`config.mk`:
```
export PLATFORM = sky130hd
export DESIGN_NAME = trap_sequencer
export DESIGN_NICKNAME = d
export VERILOG_FILES = /design/src/rtl/trap_sequencer.sv
export SDC_FILE = /design/constraint.sdc
export NUM_CORES = 1
export LEC_CHECK = 0
export BUFFER_PORTS_ARGS = -buffer_cell sky130_fd_sc_hd__buf_2
export CORE_UTILIZATION = 30
export CTS_BUF_LIST = sky130_fd_sc_hd__clkbuf_2 sky130_fd_sc_hd__clkbuf_4 sky130_fd_sc_hd__clkbuf_8
export CTS_CLUSTER_DIAMETER = 30
export DETAILED_ROUTE_END_ITERATION = 16
export SLEW_MARGIN = 10
export SYNTH_ARGS = -nofsm -noshare
export SYNTH_HDL_FRONTEND = slang
export SYNTH_SLANG_ARGS = --single-unit
```
`constraint.sdc`:
```
create_clock -name clk -period 4.9 [get_ports clk]
set_input_delay 0.98 -clock clk [delete_from_list [all_inputs] [get_ports clk]]
set_output_delay 0.98 -clock clk [all_outputs]
set_load 0.05 [all_outputs]
```
`src/rtl/trap_sequencer.sv`:
```
// SPARC v8 trap-entry / RETT sequencer: issues PSR field writes one per cycle
// in a fixed order, captures the trap type for TBR and latches error mode.
//
// state | meaning
// ------+-------------------------------------------------------------
// IDLE  | waiting; samples trap_req / rett_req / irl by priority
// T_PS  | trap entry: PS <= snapshot S
// T_S   | trap entry: S <= 1
// T_ET  | trap entry: ET <= 0
// T_CWP | trap entry: CWP <= CWP-1 (mod NWINDOWS)
// T_TT  | trap entry: TBR.tt <= captured tt
// R_CWP | RETT: CWP <= CWP+1 (mod NWINDOWS)
// R_S   | RETT: S <= snapshot PS
// R_ET  | RETT: ET <= 1
// DONE  | one-cycle completion pulse, back to IDLE
// ERROR | synchronous trap with ET=0; halted until rst
module trap_sequencer #(
  parameter int NWINDOWS = 8
) (
  input  logic       clk,
  input  logic       rst,
  input  logic       trap_req,
  input  logic [7:0] trap_tt,
  input  logic [3:0] irl,
  input  logic       rett_req,
  input  logic       psr_S,
  input  logic       psr_PS,
  input  logic       psr_ET,
  input  logic [3:0] psr_PIL,
  input  logic [4:0] psr_CWP,
  output logic       S_set,
  output logic       S_in,
  output logic       PS_set,
  output logic       PS_in,
  output logic       ET_set,
  output logic       ET_in,
  output logic       CWP_wr,
  output logic [4:0] CWP_in,
  output logic       tt_wr,
  output logic [7:0] tt_out,
  output logic       busy,
  output logic       trap_ack,
  output logic       done,
  output logic       error_mode
);

  typedef enum logic [3:0] {
    IDLE, T_PS, T_S, T_ET, T_CWP, T_TT, R_CWP, R_S, R_ET, DONE, ERROR
  } state_t;

  localparam logic [4:0] CWP_MAX = 5'(NWINDOWS - 1);

  state_t     state, state_nx;
  logic       snap_s, snap_ps;
  logic [4:0] snap_cwp;
  logic [7:0] tt_q, tt_nx;
  logic       accept;
  logic       irq_ok;
  logic [4:0] cwp_dec, cwp_inc;

  assign irq_ok  = psr_ET && (irl != 4'd0) && ((irl > psr_PIL) || (irl == 4'hF));
  assign cwp_dec = (snap_cwp == 5'd0) ? CWP_MAX : snap_cwp - 5'd1;
  assign cwp_inc = (snap_cwp == CWP_MAX) ? 5'd0 : snap_cwp + 5'd1;
  assign accept  = (state == IDLE) && (state_nx != IDLE);

  always_comb begin
    state_nx = state;
    tt_nx    = tt_q;
    case (state)
      IDLE: begin
        if (trap_req) begin
          if (!psr_ET) begin
            state_nx = ERROR;
          end else begin
            state_nx = T_PS;
            tt_nx    = trap_tt;
          end
        end else if (rett_req) begin
          if (psr_ET) begin
            state_nx = T_PS;
            tt_nx    = 8'h02;
          end else if (!psr_S) begin
            state_nx = T_PS;
            tt_nx    = 8'h03;
          end else begin
            state_nx = R_CWP;
          end
        end else if (irq_ok) begin
          state_nx = T_PS;
          tt_nx    = {4'h1, irl};
        end
      end
      T_PS:    state_nx = T_S;
      T_S:     state_nx = T_ET;
      T_ET:    state_nx = T_CWP;
      T_CWP:   state_nx = T_TT;
      T_TT:    state_nx = DONE;
      R_CWP:   state_nx = R_S;
      R_S:     state_nx = R_ET;
      R_ET:    state_nx = DONE;
      DONE:    state_nx = IDLE;
      ERROR:   state_nx = ERROR;
      default: state_nx = IDLE;
    endcase
  end

  always_ff @(posedge clk) begin
    if (rst) begin
      state    <= IDLE;
      snap_s   <= 1'b0;
      snap_ps  <= 1'b0;
      snap_cwp <= 5'd0;
      tt_q     <= 8'h00;
      trap_ack <= 1'b0;
    end else begin
      state    <= state_nx;
      trap_ack <= accept;
      if (accept) begin
        snap_s   <= psr_S;
        snap_ps  <= psr_PS;
        snap_cwp <= psr_CWP;
        tt_q     <= tt_nx;
      end
    end
  end

  // Moore outputs: everything below is a pure decode of state and snapshots.
  always_comb begin
    S_set      = 1'b0;
    S_in       = 1'b0;
    PS_set     = 1'b0;
    PS_in      = 1'b0;
    ET_set     = 1'b0;
    ET_in      = 1'b0;
    CWP_wr     = 1'b0;
    CWP_in     = 5'd0;
    tt_wr      = 1'b0;
    tt_out     = tt_q;
    busy       = (state != IDLE);
    done       = 1'b0;
    error_mode = 1'b0;
    case (state)
      T_PS: begin
        PS_set = 1'b1;
        PS_in  = snap_s;
      end
      T_S: begin
        S_set = 1'b1;
        S_in  = 1'b1;
      end
      T_ET: begin
        ET_set = 1'b1;
        ET_in  = 1'b0;
      end
      T_CWP: begin
        CWP_wr = 1'b1;
        CWP_in = cwp_dec;
      end
      T_TT:  tt_wr = 1'b1;
      R_CWP: begin
        CWP_wr = 1'b1;
        CWP_in = cwp_inc;
      end
      R_S: begin
        S_set = 1'b1;
        S_in  = snap_ps;
      end
      R_ET: begin
        ET_set = 1'b1;
        ET_in  = 1'b1;
      end
      DONE:    done = 1'b1;
      ERROR:   error_mode = 1'b1;
      default: ;
    endcase
  end

endmodule

```
==> out/qor.csv <==
metric,value,unit
sequential fraction of the synthesis area,0.2744,
global-route wire length before repair,5533,um
mapped cell area,1459,sq um
clk_lat worst skew,260,ps
syn_nets,212,
Tightest Pin Transition,869.1,ps
Internal,504.6,uW
P_sw,476.0,uW
antenna violations before repair,0,
final worst path period need,3089,ps
WS Path Type,reg2out,
top post-synthesis cells by count,"24 x nor2_1, 20 x dfxtp_1, 12 x or2b_2, 11 x mux2i_1, 10 x a21oi_1",
"count leader, synth",nor2_1,
area fraction of the dominant cell type after synthesis,0.2744,
DIE AREA,5146,sq um
WP data arrival,2110,ps
CTS sink count,20,
CTS root buf,clkbuf_8,
Post-route DRC,0,
# diodes,0,
Die Y,71.74,um
H-tree level count,1,
Core Region,4692,sq um
final hold viol count,0,
min-delay worst type,reg2reg,
Reg power frac,0.289,
Final ANT Viol Nets,0,
routability cong.,0.8113,
max-cap check violation count,0,
RSZ-0062 raised after global routing,false,
Clock Tree Buf Depth,2,
share of cells above drive strength 1,0.3571,
dpl hpwl,2550,um
routed wire length,3324,um
"Setup Fix Bufs, Post-CTS",0,
Gate power share,0.546,
hold_buf cts,0,
vias post-DR,1356,
Crit. End Element,output pin,
All-Layer GR Usage,0.1334,
DR pass1 iterations,4,
routed vias/inst,4.878,
Reg2Reg Setup Slack,2490,ps
largest net degree at the start of global routing,28,
total grt overflow,0,
prevailing post-synth register cell,dfxtp_1,
vias in the first global route,1294,
final setup violation count,0,
CP Launch Type,register,
Multi-input gate area,967.2,sq um
Avg Synthesized Cell Area,8.196,sq um
cell area power density,544.6,nW/um^2
Synth async-reset ratio,0,
Switching Fraction,0.4854,
status,"finished, final reports clean",
I/O pin cnt,53,
Clk pwr share,0.165,
Reg area,400.4,sq um
IO Port Bufs,52,
"EDFF count, synth",0,
Nets,259,
Rel. slew slack,0.4194,
CTS tree,built,
Final TNS setup,0,ps
Crit Path Max Fanout,10,
P_leak,0.8231,nW
Power Total,980.6,uW
Die Width,71.74,um
DRT iter0 DRCs,67,
Yosys top cell by area,dfxtp_1,
synthesized flop and latch total,20,
wire per inst,11.96,um
initial core utilization,0.3109,
worst clock skew,8.340,ps
Area Overhead vs Synth,23.41,%
post_cts resized,0,
Rows,25,
Synth area leaders,"dfxtp_1 27%, mux2i_1 7.5%, or2b_2 7.2%, nor2_1 6.2%, ha_1 5.1%",
Peak VDD IR,0.0001789,V
Max Freq,323.7,MHz
CP required,3920,ps
Ys Warns,0,
Fill cells,524,
clock buffer count from CTS,3,
Netlist cell types,54,
Syn Inst Count,178,
Final Max Slew Viols,0,
"Reg clk slew, reported paths",80,ps
period utilisation layout,0.6304,
-- path summary, 6_finish.rpt --
| path | depth (start not counted) | to | from |
|---|---|---|---|
| worst max-delay path | 7 | CWP_in[3] | state[2] |
| worst min-delay path | 2 | tt_out[6] | tt_out[6] |
| worst max register to register | 6 | snap_cwp[0] | state[0] |
| worst min register to register | 2 | tt_out[6] | tt_out[6] |
-- logic make-up (layout without fill, tap and decap cells) --
| family | Yosys count | in the layout | share of synthesized area |
|---|---|---|---|
| XOR/XNOR | 1 | 1 | 0.006005 |
| buffers and inverters | 18 | 64 | 0.06260 |
| adder cells (fa/ha/maj) | 6 | 6 | 0.05146 |
| multiplexers | 11 | 11 | 0.07547 |
| flip-flops | 20 | 20 | 0.2744 |
| AO/OA/AOI/OAI | 41 | 41 | 0.2127 |
| AND/OR/NAND/NOR | 81 | 81 | 0.3173 |
-- registers in the layout, summed over array words and instances, names as in the netlist --
signal and cells:
state 4, snap_ps 1, snap_s 1, snap_cwp 5, tt_out 8, trap_ack 1
-- per-layer routing --
metal	part of all wire	GRT usage	vias up	routed length [um]
met5	0	0	-	0
met4	0.0081	0.06318	0	27
met3	0.026	0.01406	2	86
met2	0.46	0.2075	23	1528
met1	0.51	0.1845	611	1682
li1	-	-	720	-
-- power by group through the flow --
stage / Combinational, mW / Clock, mW / Sequential [mW]
final: 0.535 / 0.162 / 0.284
after global routing: 0.579 / 0.174 / 0.295
after CTS: 0.539 / 0.169 / 0.282
after detailed placement: 0.537 / 0 / 0.286
after global placement: 0.532 / 0 / 0.287
after floorplan: 0.416 / 0 / 0.314
-- through the flow --
step	instances	util	instance area [sq um]	setup WS (ps)	hold WS, ps
floorplan	178	-	1459	1734	515.0
global placement	274	0.3685	1729	1759	470.3
detailed placement	274	0.3685	1729	1703	496.3
CTS	278	0.3837	1800	1776	516.8
global route	278	0.3837	1800	1622	548.2
finish	278	0.3837	1800	1811	507.1
-- worst max-delay path, stage by stage, from the launching register on --
cell,delay (ps)
dfxtp_1,500
nand2b_1,200
nor3_2,290
o21ai_1,140
nor4_1,190
a21oi_1,60
o221ai_1,190
buf_2,290
-- final cells by class --
cell class | instances | share of cell area
flip-flops and latches | 20 | 0.2224
multi-input cells | 140 | 0.5372
clock buffers | 3 | 0.02293
clock inverters | 1 | 0.01668
repair buffers | 53 | 0.1487
well taps | 54 | 0.03753
inverters | 7 | 0.01459
-- cell usage in the layout (no fill, tap or decap), types with 5 or more instances in the layout --
cell type,count
nor2_1,24
a21oi_1,10
or2b_2,12
dfxtp_1,20
nand2b_1,7
mux2i_1,11
o21ai_0,5
buf_2,52
inv_1,7
nor2b_1,6
ha_1,6
nand2_1,9
No activity file was read; power rests on OpenSTA's default activity.
